### config.mk
export PLATFORM = sky130hd
export DESIGN_NAME = mem_test_seq
export DESIGN_NICKNAME = d
export VERILOG_FILES = /design/src/rtl/mem_test_seq.sv
export SDC_FILE = /design/constraint.sdc
export NUM_CORES = 1
export LEC_CHECK = 0
export ABC_AREA = 1
export CORE_MARGIN = 2
export CORE_UTILIZATION = 30
export CTS_CLUSTER_DIAMETER = 40
export DETAILED_ROUTE_END_ITERATION = 12
export HOLD_SLACK_MARGIN = 0.03
export PLACE_DENSITY = 0.62
export SLEW_MARGIN = 20
export SYNTH_ARGS = -nofsm -noshare
export SYNTH_HDL_FRONTEND = slang
export SYNTH_SLANG_ARGS = --single-unit
### constraint.sdc
create_clock -name clk -period 4.3 [get_ports clk]
set_input_delay 0.86 -clock clk [delete_from_list [all_inputs] [get_ports clk]]
set_output_delay 0.86 -clock clk [all_outputs]
set_load 0.005 [all_outputs]
### src/rtl/mem_test_seq.sv
// Memory-traffic sequencer: pattern write pass and/or read-back verify pass over an address window.
// Latency: start sampled -> go next cycle; memValid sampled -> go drops next cycle; >=2 cycles per word.
// Backpressure: holds each request until memValid, waits for memValid low before the next; MEM_TEST_LFSR_EN selects the LFSR pattern.
module mem_test_seq #(
    parameter int ADDR_W    = 13,
    parameter int DATA_W    = 64,
    parameter int NUM_WORDS = 16,
    parameter int TIMEOUT   = 1024
) (
    input  logic              clk,
    input  logic              rst,
    input  logic              start,
    input  logic [1:0]        mode,
    input  logic [ADDR_W-1:0] base_addr,
    input  logic [15:0]       seed,
    output logic [ADDR_W-1:0] address,
    output logic              w_rn,
    output logic              go,
    output logic [DATA_W-1:0] data_to_write,
    input  logic              memValid,
    input  logic [DATA_W-1:0] data_to_read,
    output logic              busy,
    output logic              done,
    output logic [15:0]       err_count,
    output logic [ADDR_W-1:0] first_err_addr,
    output logic              timeout
);

    localparam int IDX_W = (NUM_WORDS > 1) ? $clog2(NUM_WORDS) : 1;
    localparam int TC_W  = (TIMEOUT > 1) ? $clog2(TIMEOUT) : 1;
`ifdef MEM_TEST_LFSR_EN
    localparam int GEN_W = DATA_W;
`else
    localparam int GEN_W = 16;
`endif

    localparam logic [IDX_W-1:0] LAST_IDX = IDX_W'(NUM_WORDS - 1);
    localparam logic [TC_W-1:0]  TC_LAST  = TC_W'(TIMEOUT - 1);

    typedef enum logic [2:0] {
        S_IDLE   = 3'd0,
        S_WR_REQ = 3'd1,
        S_WR_GAP = 3'd2,
        S_RD_REQ = 3'd3,
        S_RD_GAP = 3'd4,
        S_FINISH = 3'd5
    } state_t;

    // Pattern generator: the incrementing form keeps only the 16-bit seed+i word.
    function automatic logic [GEN_W-1:0] gen_load(input logic [15:0] s);
`ifdef MEM_TEST_LFSR_EN
        logic [GEN_W-1:0] v;
        v = {(DATA_W/16){s}};
        if (v == '0) begin
            v = GEN_W'(1);
        end
        return v;
`else
        return s;
`endif
    endfunction

    function automatic logic [GEN_W-1:0] gen_step(input logic [GEN_W-1:0] g);
`ifdef MEM_TEST_LFSR_EN
        return {g[GEN_W-2:0], g[DATA_W-1] ^ g[DATA_W-2] ^ g[DATA_W-4] ^ g[DATA_W-5]};
`else
        return g + 16'd1;
`endif
    endfunction

    function automatic logic [DATA_W-1:0] gen_expand(input logic [GEN_W-1:0] g);
`ifdef MEM_TEST_LFSR_EN
        return g;
`else
        return {(DATA_W/16){g}};
`endif
    endfunction

    state_t              r_state;
    state_t              w_nxt_state;
    logic [ADDR_W-1:0]   r_base;
    logic [15:0]         r_seed;
    logic                r_verify;
    logic [IDX_W-1:0]    r_idx;
    logic [GEN_W-1:0]    r_gen;
    logic [TC_W-1:0]     r_tcnt;
    logic [ADDR_W-1:0]   r_addr;
    logic                r_wrn;
    logic                r_go;
    logic [DATA_W-1:0]   r_dat;
    logic                r_busy;
    logic                r_done;
    logic [15:0]         r_err;
    logic [ADDR_W-1:0]   r_ferr;
    logic                r_to;

    logic                w_load;
    logic [IDX_W-1:0]    w_nxt_idx;
    logic [GEN_W-1:0]    w_nxt_gen;
    logic [TC_W-1:0]     w_nxt_tcnt;
    logic                w_nxt_wrn;
    logic [15:0]         w_nxt_err;
    logic [ADDR_W-1:0]   w_nxt_ferr;
    logic                w_nxt_to;
    logic                w_nxt_done;
    logic [ADDR_W-1:0]   w_nxt_base;
    logic [ADDR_W-1:0]   w_nxt_addr;
    logic                w_nxt_req;
    logic                w_nxt_busy;
    logic                w_mismatch;

    assign address        = r_addr;
    assign w_rn           = r_wrn;
    assign go             = r_go;
    assign data_to_write  = r_dat;
    assign busy           = r_busy;
    assign done           = r_done;
    assign err_count      = r_err;
    assign first_err_addr = r_ferr;
    assign timeout        = r_to;

    // r_dat holds pattern(i) for the whole request, so reads compare against it directly.
    assign w_mismatch = (data_to_read != r_dat);

    always_ff @(posedge clk or negedge rst) begin
        if (!rst) begin
            r_state <= S_IDLE;
        end else begin
            r_state <= w_nxt_state;
        end
    end

    always_comb begin
        w_nxt_state = r_state;
        w_load      = 1'b0;
        w_nxt_idx   = r_idx;
        w_nxt_gen   = r_gen;
        w_nxt_tcnt  = r_tcnt;
        w_nxt_wrn   = r_wrn;
        w_nxt_err   = r_err;
        w_nxt_ferr  = r_ferr;
        w_nxt_to    = r_to;
        w_nxt_done  = r_done;

        case (r_state)
            S_IDLE: begin
                if (start) begin
                    w_load     = 1'b1;
                    w_nxt_idx  = '0;
                    w_nxt_gen  = gen_load(seed);
                    w_nxt_tcnt = '0;
                    w_nxt_err  = '0;
                    w_nxt_ferr = '0;
                    w_nxt_to   = 1'b0;
                    w_nxt_done = 1'b0;
                    if (mode == 2'd1) begin
                        w_nxt_state = S_RD_REQ;
                        w_nxt_wrn   = 1'b0;
                    end else begin
                        w_nxt_state = S_WR_REQ;
                        w_nxt_wrn   = 1'b1;
                    end
                end
            end

            S_WR_REQ, S_RD_REQ: begin
                if (memValid) begin
                    w_nxt_state = (r_state == S_WR_REQ) ? S_WR_GAP : S_RD_GAP;
                    if ((r_state == S_RD_REQ) && w_mismatch) begin
                        if (r_err != 16'hFFFF) begin
                            w_nxt_err = r_err + 16'd1;
                        end
                        if (r_err == 16'd0) begin
                            w_nxt_ferr = r_addr;
                        end
                    end
                end else if (r_tcnt == TC_LAST) begin
                    w_nxt_to    = 1'b1;
                    w_nxt_state = S_FINISH;
                end else begin
                    w_nxt_tcnt = r_tcnt + TC_W'(1);
                end
            end

            S_WR_GAP, S_RD_GAP: begin
                if (!memValid) begin
                    w_nxt_tcnt = '0;
                    if (r_idx == LAST_IDX) begin
                        if ((r_state == S_WR_GAP) && r_verify) begin
                            w_nxt_state = S_RD_REQ;
                            w_nxt_idx   = '0;
                            w_nxt_gen   = gen_load(r_seed);
                            w_nxt_wrn   = 1'b0;
                        end else begin
                            w_nxt_state = S_FINISH;
                        end
                    end else begin
                        w_nxt_idx   = r_idx + IDX_W'(1);
                        w_nxt_gen   = gen_step(r_gen);
                        w_nxt_state = (r_state == S_WR_GAP) ? S_WR_REQ : S_RD_REQ;
                    end
                end
            end

            S_FINISH: begin
                w_nxt_state = S_IDLE;
            end

            default: begin
                w_nxt_state = S_IDLE;
            end
        endcase

        if (w_nxt_state == S_FINISH) begin
            w_nxt_done = 1'b1;
        end
    end

    assign w_nxt_base = w_load ? base_addr : r_base;
    assign w_nxt_addr = w_nxt_base + ADDR_W'(w_nxt_idx);
    assign w_nxt_req  = (w_nxt_state == S_WR_REQ) || (w_nxt_state == S_RD_REQ);
    assign w_nxt_busy = w_nxt_req || (w_nxt_state == S_WR_GAP) || (w_nxt_state == S_RD_GAP);

    always_ff @(posedge clk or negedge rst) begin
        if (!rst) begin
            r_base   <= '0;
            r_seed   <= '0;
            r_verify <= 1'b0;
            r_idx    <= '0;
            r_gen    <= '0;
            r_tcnt   <= '0;
            r_addr   <= '0;
            r_wrn    <= 1'b0;
            r_go     <= 1'b0;
            r_dat    <= '0;
            r_busy   <= 1'b0;
            r_done   <= 1'b0;
            r_err    <= '0;
            r_ferr   <= '0;
            r_to     <= 1'b0;
        end else begin
            if (w_load) begin
                r_base   <= base_addr;
                r_seed   <= seed;
                r_verify <= mode[1];
            end
            r_idx  <= w_nxt_idx;
            r_gen  <= w_nxt_gen;
            r_tcnt <= w_nxt_tcnt;
            r_wrn  <= w_nxt_wrn;
            r_err  <= w_nxt_err;
            r_ferr <= w_nxt_ferr;
            r_to   <= w_nxt_to;
            r_done <= w_nxt_done;
            r_go   <= w_nxt_req;
            r_busy <= w_nxt_busy;
            // Address and data only move on entry to a request so they stay stable while go is high.
            if (w_nxt_req) begin
                r_addr <= w_nxt_addr;
                r_dat  <= gen_expand(w_nxt_gen);
            end
        end
    end

endmodule

# Word level (Yosys, flattened, before mapping)
# Index checks and enable logic that the tools add are counted.
[word_totals] ff_bits=174
[classes] addsub=5 eq_ne=25 muxes=50 reduce_logical=20
[op_table] operator="$mux W16" count=8
[op_table] operator="$mux W13" count=5
[op_table] operator="$ne A64 B64 Y1" count=1
[op_table] operator="$pmux W16 S2" count=2
[op_table] operator="$mux W10" count=4
[op_table] operator="$add A16 B1 Y16 const B" count=2
[op_table] operator="$pmux W10 S3" count=1
[op_table] operator="$pmux W13 S2" count=1
[op_table] operator="$ne A2 B2 Y1 const B" count=11
[op_table] operator="$mux W3" count=7
[op_table] operator="$reduce_and A5 Y1" count=4
[op_table] operator="$logic_not A16 Y1" count=1
[op_table] operator="$mux W4" count=4
[op_table] operator="$ne A16 B16 Y1 const B" count=1
[op_table] operator="$add A13 B4 Y13" count=1
[op_table] operator="$eq A3 B2 Y1 const B" count=4
[op_table] operator="$mux W1" count=12
[op_table] operator="$add A10 B1 Y10 const B" count=1
[op_table] operator="$eq A10 B10 Y1 const B" count=1
[op_table] operator="$eq A3 B3 Y1 const B" count=3
[op_table] operator="$pmux W3 S3" count=1
[op_table] operator="$pmux W4 S2" count=1
[op_table] operator="$reduce_bool A2 Y1" count=4
[op_table] operator="$eq A3 B1 Y1 const B" count=2
[op_table] operator="other kinds (12)" count=18

# Logic depth before layout (Yosys ltp)
# Gate-level depths: netlist of run 1.
[logic_depth] word_depth=10 depth_mapped=19 mapped_depth_nobuf=19

# Worst setup path before layout of run 1
# Ideal clock, no wire load.
[synth_path] path_kind="input-to-reg" start="input memValid" end="register r_addr[10], in the netlist address[10]" arrival_time_ns=3.279 required_time_ns=4.183 path_slack_ns=0.903 stages=16 n_path_buf=1 path_cell_list="clkbuf_1 clkinv_1 nand2_2 a21oi_1 o21ai_0 ha_1 inv_1 fa_1 o211ai_1 nand2_1 nor2_2 nand2_1 nor2_1 nand3_1 nand3_1 nand2_1"
[synth_lines] item="from (decl)" line="20" text="input logic memValid,"
[synth_lines] item="$mux W4" line="186" text="if (!memValid) begin"
[synth_lines] item="$pmux W4 S2" line="145" text="case (r_state)"
[synth_lines] item="net w_nxt_idx[0]" line="98" text="logic [IDX_W-1:0] w_nxt_idx;"
[synth_lines] item="$add A13 B4 Y13" line="220" text="assign w_nxt_addr = w_nxt_base + ADDR_W'(w_nxt_idx);"
[synth_lines] item="to (signal assigned)" line="259" text="r_addr <= w_nxt_addr;"
[synth_lines] item="to (decl)" line="87" text="logic [ADDR_W-1:0] r_addr;"
# The timed path passes the listed nets, and every way through them passes these cells.
# A chain may end at the register's enable or synchronous reset.

# Worst setup path in the final report of run 1
[layout_path] start="register r_idx[0]" end="register r_addr[10], in the netlist address[10]"
[layout_lines] item="from (decl)" line="84" text="logic [IDX_W-1:0] r_idx;"
[layout_lines] item="from (signal assigned)" line="247" text="r_idx <= w_nxt_idx;"
[layout_lines] item="$add A4 B1 Y4 / $eq A4 B4 Y1 (equally long branches)" line="198, 188"
[layout_lines] item="$mux W4 (*)" line="188" text="if (r_idx == LAST_IDX) begin"
[layout_lines] item="$mux W4 (*)" line="186"
[layout_lines] item="$pmux W4 S2 (*)" line="145"
[layout_lines] item="net w_nxt_idx[1]" line="98"
[layout_lines] item="$add A13 B4 Y13 (*)" line="220"
# The timed path passes the listed nets; every way through them passes the cells marked *.

==> metrics.md, run 1 <==
| Metric | Value |
|---|---|
| Status | `finished clean` |
| Cell count of the worst hold path | `2` |
| Post-CTS Hold Fix Bufs | `0` |
| Critical path required time | `4.60 ns` |
| Final-report hold violation count | `0` |
| Fin cells | `1809` |
| Most common cell after layout, fill and taps aside | `nand2_1` |
| Wirelength per Cell | `14.0 um` |
| Slew margin rel. | `37.3%` |
| DPL Wire Length | `18700 um` |
| First-pass GRT wire length | `40900 um` |
| CP endpoint kind | `register` |
| Seq cells post-synth | `126` |
| Dpl cells | `1777` |
| RSZ-0062 raised after global routing | `false` |
| Worst-path cell chain | `ha_1, nand3_1, inv_1, nand2_1, nand2_2, a21oi_1, o21ai_0, inv_1, fa_1, o211ai_1, nand2_1, nor2_2, nand2_1, nor2_1, nand3_1, nand3_1, nand2_1` |
| Initial DRC count | `479` |
| Clk sinks | `126` |
| Total design power | `6.87 mW` |
| Max-Cap Viols | `0` |
| Peak supply drop | `0.000457 V` |
| Delay-heaviest family, CP | `simple AND/OR/NAND/NOR gates` |
| Period utilization | `84.6%` |
| I/O pin cnt | `210` |
| Crit-path slowest cell | `fa_1` |
| Layout cell share with drive strength beyond 1 | `5.03%` |
| Post-route DRC | `0` |
| Largest area contributor in the netlist | `dfrtp_1` |
| Crit path time final | `3.64 ns` |
| Total Wirelength | `25400 um` |
| Largest net degree at the start of global routing | `115` |
| Core Footprint | `27600 um2` |
| Clock latency on the worst-skew pair | `0.42 ns` |
| Routed Antenna Nets | `0` |
| Initial core utilization | `30.2%` |
| Final setup fails | `0` |
| Global-route usage over all layers | `17.7%` |
| Total Neg Setup Slack | `0 ns` |
| Slew Limit Fails | `0` |
| Max Clock Skew | `0.0120 ns` |
| Routability cong. | `0.886` |
| Initial antenna violation count | `1` |
| Library cells used by synthesis | `38` |
| Arr. time, crit path | `3.94 ns` |
| Synth top area cells | `dfrtp_1 (38%), nand2_1 (21%), inv_1 (7.3%)` |
| Vias in the first global route | `7934` |
| Total gr overflow | `0` |
| Fmax | `0.275 GHz` |
| Port buffer count | `209` |
| Top cell type's share of synthesized area | `37.7%` |
| CP Launch Type | `register` |
| Crit path buffers/inverters | `2` |
| Largest stage delay on the critical path | `0.48 ns` |
| Mapped Nets | `1367` |
| Post-CTS setup buffers | `0` |
| YS warnings | `0` |
| Worst-path clk slew | `0.06 ns` |
| HP Class | `register to register` |
| Bufs on Longest Clock Path | `2` |
| Root buffer cell | `clkbuf_16` |
| Actual slew at the worst max-slew pin | `0.941 ns` |
| # H-tree levels | `4` |
| Design area | `11000 um2` |
| R2r setup slk | `0.66 ns` |
| Crit-path most repeated cell | `nand2_1` |
| Mean Syn Cell Area | `6.64 um2` |
| Post-Syn Instances | `1258` |
| Pre-Repair DR Iteration Count | `5` |
| Resize count post-CTS | `0` |
| HP Start | `r_seed[9]` |
| Worst R2R Start | `r_idx[0]` |
| Die span in y | `171 um` |
| Layout Nets | `1527` |
| Layout area overhead | `32.1%` |
| Die area | `29200 um2` |
| Synth Cell Area | `8360 um2` |
| Kind of critical path | `register to register` |
| R2R depth | `17` |
| Commonest non-fill, non-tap cells in the layout | `nand2_1 (476), clkdlybuf4s50_1 (208), inv_1 (162), dfrtp_1 (126), nor2_1 (113)` |
| Hold_ws | `0.472 ns` |
| Die width | `171 um` |
| Clock buffer count from CTS | `17` |
| Number of vias in the routed layout | `8278` |
| Via-to-Cell Ratio | `4.58` |
| Max Fanout on Critical Path | `13` |
| Pwr dens | `623 nW/um2` |
| Pleak | `5.34 nW` |
| Hold Path Sink | `r_seed[9]` |
| Post-synthesis sequential area ratio | `37.7%` |
| Ant. Diodes | `0` |
| CTS tree | `built` |
| Row Count | `61` |
| Worst r2r dst | `address[10]` |
| Fillers | `2913` |
| Placed Instance Area | `10500 um2` |
cells by family after synthesis:
logic type                 Yosys count  share of synthesized area, %
and+or+nand+nor                    725                          35.4
adders and majority gates           10                          1.59
AOI/OAI and AO/OA                  119                          8.07
DFF                                126                          37.7
buffers and inverters              246                          13.8
xor gates and xnor gates            32                          3.35
flip-flops by register name, summed over array words and instances (netlist names):
name,count
r_tcnt,10
go,1
r_seed,16
address,13
timeout,1
done,1
r_idx,4
busy,1
data_to_write,16
r_base,13
r_verify,1
first_err_addr,13
r_state,3
err_count,16
r_gen,16
w_rn,1
layer usage:
metal / vias to the layer above / track usage (%) / part of all wire, %
li1: 4178 / - / -
met4: 2 / 5.31 / 1.8
met5: - / 0 / 0.051
met2: 306 / 29.2 / 45
met1: 3766 / 22.6 / 45
met3: 26 / 4.65 / 8.1
report_power, final:
part | switching, mW | leakage [nW] | internal [mW] | total [mW]
clock | 0.562 | 0.262 | 0.793 | 1.36
sequential | 0.452 | 1.63 | 1.63 | 2.08
combinational | 2.00 | 3.45 | 1.44 | 3.43
total | 3.01 | 5.34 | 3.86 | 6.87
worst max path at each step:
stage             endpoint  cells after the start  slack (ns)  startpoint
6_report       address[10]                     17        0.66    r_idx[0]
3_5_place_dp   address[10]                     16        0.27    memValid
4_1_cts        address[10]                     17        0.63    r_idx[1]
2_1_floorplan  address[10]                     16        0.90    memValid
5_1_grt        address[10]                     18        0.19    r_idx[1]
3_3_place_gp   address[10]                     16        0.41    memValid
cells in the mapped netlist:
| cell | instances |
|---|---|
| fa_1 | 1 |
| a21oi_1 | 14 |
| nor2_4 | 2 |
| nand4_1 | 9 |
| nand3_2 | 1 |
| inv_1 | 162 |
| clkbuf_2 | 1 |
| o22ai_1 | 5 |
| inv_2 | 4 |
| buf_2 | 15 |
| buf_1 | 1 |
| buf_4 | 48 |
| nand2_1 | 476 |
| clkbuf_1 | 10 |
| nor3_2 | 2 |
| nor2_1 | 113 |
| o21a_1 | 5 |
| a21boi_0 | 3 |
| xor2_1 | 27 |
| a31oi_1 | 2 |
| dfrtp_1 | 126 |
| nand3_1 | 83 |
| o31ai_1 | 8 |
| ha_1 | 9 |
| xnor2_1 | 5 |
| o21ai_0 | 60 |
| o211ai_1 | 6 |
| nor3_1 | 16 |
| nand2_2 | 6 |
| nor2_2 | 4 |
| or2_2 | 6 |
| clkinv_1 | 1 |
| nor4_1 | 5 |
| o21ai_2 | 1 |
| buf_6 | 4 |
| a21oi_2 | 3 |
| nor3b_1 | 2 |
| o21ai_1 | 12 |
through the flow:
| stage | utilization, % | setup slack (ns) |
|---|---|---|
| 3_5_place_dp | 37.9 | 0.272 |
| 2_1_floorplan | - | 0.903 |
| 6_report | 39.9 | 0.661 |
| 3_3_place_gp | 37.9 | 0.405 |
| 5_1_grt | 39.9 | 0.192 |
| 4_1_cts | 39.9 | 0.627 |
final cells by class:
type | count | area, um2 | area share (%)
multi-input cells | 886 | 4050 | 36.7
flip-flops and latches | 126 | 3150 | 28.6
repair buffers | 220 | 2180 | 19.7
inverters | 167 | 627 | 5.68
well taps | 378 | 473 | 4.29
clock buffers | 18 | 429 | 3.89
clock inverters | 14 | 120 | 1.09
tightest hold or removal path, delay by kind of cell, from the launching register on:
kind	cells	cell delay, ns
AND/OR/NAND/NOR	2	0.10
flip-flops	1	0.34
No activity file was read; power rests on OpenSTA's default activity.
==> run 2: changes to the inputs <==
==> constraint.sdc (replaced) <==
create_clock -name clk -period 3.5 [get_ports clk]
set_input_delay 0.7 -clock clk [delete_from_list [all_inputs] [get_ports clk]]
set_output_delay 0.7 -clock clk [all_outputs]
set_load 0.005 [all_outputs]
==> metrics.md, run 2 (synthesis results as in run 1) <==
| Metric | Value |
|---|---|
| Die span in y | `171 um` |
| Clock latency on the worst-skew pair | `0.43 ns` |
| Total Wirelength | `25600 um` |
| Pre-Repair DR Iteration Count | `5` |
| Routed Antenna Nets | `0` |
| Source of the critical timing path | `r_state[2]` |
| Worst-path clk slew | `0.06 ns` |
| Final-report hold violation count | `0` |
| Period utilization | `89.8%` |
| Fillers | `2850` |
| Largest net degree at the start of global routing | `99` |
| Core Footprint | `27600 um2` |
| Arr. time, crit path | `3.49 ns` |
| Initial core utilization | `30.2%` |
| Root buffer cell | `clkbuf_16` |
| Initial DRC count | `587` |
| Ant. Diodes | `0` |
| CP endpoint kind | `register` |
| Die area | `29200 um2` |
| Clk sinks | `126` |
| Crit-path most repeated cell | `nand2_1` |
| Wirelength per Cell | `14.0 um` |
| DPL Wire Length | `18900 um` |
| Row Count | `61` |
| Total gr overflow | `0` |
| I/O pin cnt | `210` |
| HP Class | `primary input to async pin` |
| Largest stage delay on the critical path | `0.44 ns` |
| Kind of critical path | `register to register` |
| RSZ-0062 raised after global routing | `false` |
| Crit path buffers/inverters | `3` |
| Slew Limit Fails | `0` |
| Pleak | `5.45 nW` |
| CP Launch Type | `register` |
| Total Neg Setup Slack | `0 ns` |
| Layout area overhead | `34.4%` |
| Worst-path cell chain | `inv_2, nand3_2, inv_2, nand2_1, nand2_1, nand2_2, a21oi_1, o21ai_1, ha_1, inv_1, fa_1, o211ai_1, nand2_1, nor3_2, nor2_1, nor2_1, nand2_1, o21ai_1` |
| Max Clock Skew | `0.0121 ns` |
| Delay-heaviest family, CP | `simple AND/OR/NAND/NOR gates` |
| Max Fanout on Critical Path | `5` |
| Commonest non-fill, non-tap cells in the layout | `nand2_1 (476), clkdlybuf4s50_1 (208), inv_1 (162), dfrtp_1 (125), nor2_1 (113)` |
| Crit-path slowest cell | `dfrtp_2` |
| Slew margin rel. | `38.8%` |
| Peak supply drop | `0.000395 V` |
| Bufs on Longest Clock Path | `2` |
| Post-CTS Hold Fix Bufs | `0` |
| Layout Nets | `1545` |
| Post-route DRC | `0` |
| Most common cell after layout, fill and taps aside | `nand2_1` |
| Max-Cap Viols | `0` |
| Number of vias in the routed layout | `8275` |
| R2R depth | `18` |
| Via-to-Cell Ratio | `4.53` |
| Fmax | `0.318 GHz` |
| Dpl cells | `1794` |
| Initial antenna violation count | `2` |
| Clock buffer count from CTS | `17` |
| Actual slew at the worst max-slew pin | `0.918 ns` |
| Design area | `11200 um2` |
| CTS tree | `built` |
| Worst r2r dst | `address[8]` |
| First-pass GRT wire length | `40900 um` |
| Crit path time final | `3.14 ns` |
| R2r setup slk | `0.36 ns` |
| Final setup fails | `0` |
| Vias in the first global route | `7958` |
| Pwr dens | `776 nW/um2` |
| Routability cong. | `0.862` |
| Global-route usage over all layers | `17.8%` |
| Layout cell share with drive strength beyond 1 | `6.35%` |
| Status | `finished clean` |
| Port buffer count | `209` |
| # H-tree levels | `4` |
| Fin cells | `1827` |
| Critical path required time | `3.85 ns` |
| Placed Instance Area | `10600 um2` |
| Worst R2R Start | `r_state[2]` |
| Die width | `171 um` |
==> run 2: worst register-to-register path, cell delays in order, from the launching register on <==
cell	delay, ns
dfrtp_2	0.44
inv_2	0.06
nand3_2	0.08
inv_2	0.06
nand2_1	0.19
nand2_1	0.22
nand2_2	0.12
a21oi_1	0.11
o21ai_1	0.22
ha_1	0.21
inv_1	0.06
fa_1	0.38
o211ai_1	0.23
nand2_1	0.15
nor3_2	0.26
nor2_1	0.07
nor2_1	0.10
nand2_1	0.05
o21ai_1	0.08
==> run 2: worst max-delay path by stage <==
stage	endpoint	slack, ns	cells after the start
after global routing	address[10]	0.03	18
after global placement	address[12]	0.06	15
after floorplan	address[10]	0.26	16
final	address[8]	0.36	18
after detailed placement	address[8]	-0.06	16
after CTS	address[10]	0.16	19
==> run 2: cell type report <==
type                       count  area (um2)  share of cell area (%)
timing repair buffer         238        2310                    20.6
clock buffer                  20         467                    4.16
tap                          378         473                    4.21
clock inverter                12         134                    1.19
inverter                     167         627                    5.58
multi-input combinational    886        4060                    36.2
sequential                   126        3150                    28.1
==> run 2: repair_timing <==
action | 4_1_cts | 5_1_grt
setup endpoints to repair | 0 | 4
resized for setup | 0 | 4
buffers inserted | 0 | 1
==> run 2: metrics by stage <==
step	power (mW)	setup slack (ns)	utilization [%]	hold slack, ns
after global placement	6.84	0.0591	38.4	0.458
after CTS	8.77	0.160	40.6	0.412
after floorplan	5.22	0.263	-	0.404
final	8.71	0.356	40.6	0.382
after detailed placement	6.90	-0.0615	38.4	0.458
after global routing	9.46	0.0274	40.6	0.458
==> run 2: routing by layer <==
metal | share of wire [%] | vias to the layer above | GRT usage (%)
li1 | - | 4215 | -
met1 | 45 | 3714 | 22.6
met2 | 45 | 308 | 29.8
met3 | 8.4 | 36 | 4.86
met4 | 1.8 | 2 | 5.01
met5 | 0.051 | - | 0
==> run 2: report_power, final <==
group / switching (mW) / total (mW) / leakage, nW / internal, mW
Clock: 0.693 / 1.80 / 0.293 / 1.11
Sequential: 0.558 / 2.56 / 1.62 / 2.00
Combinational: 2.49 / 4.35 / 3.54 / 1.85
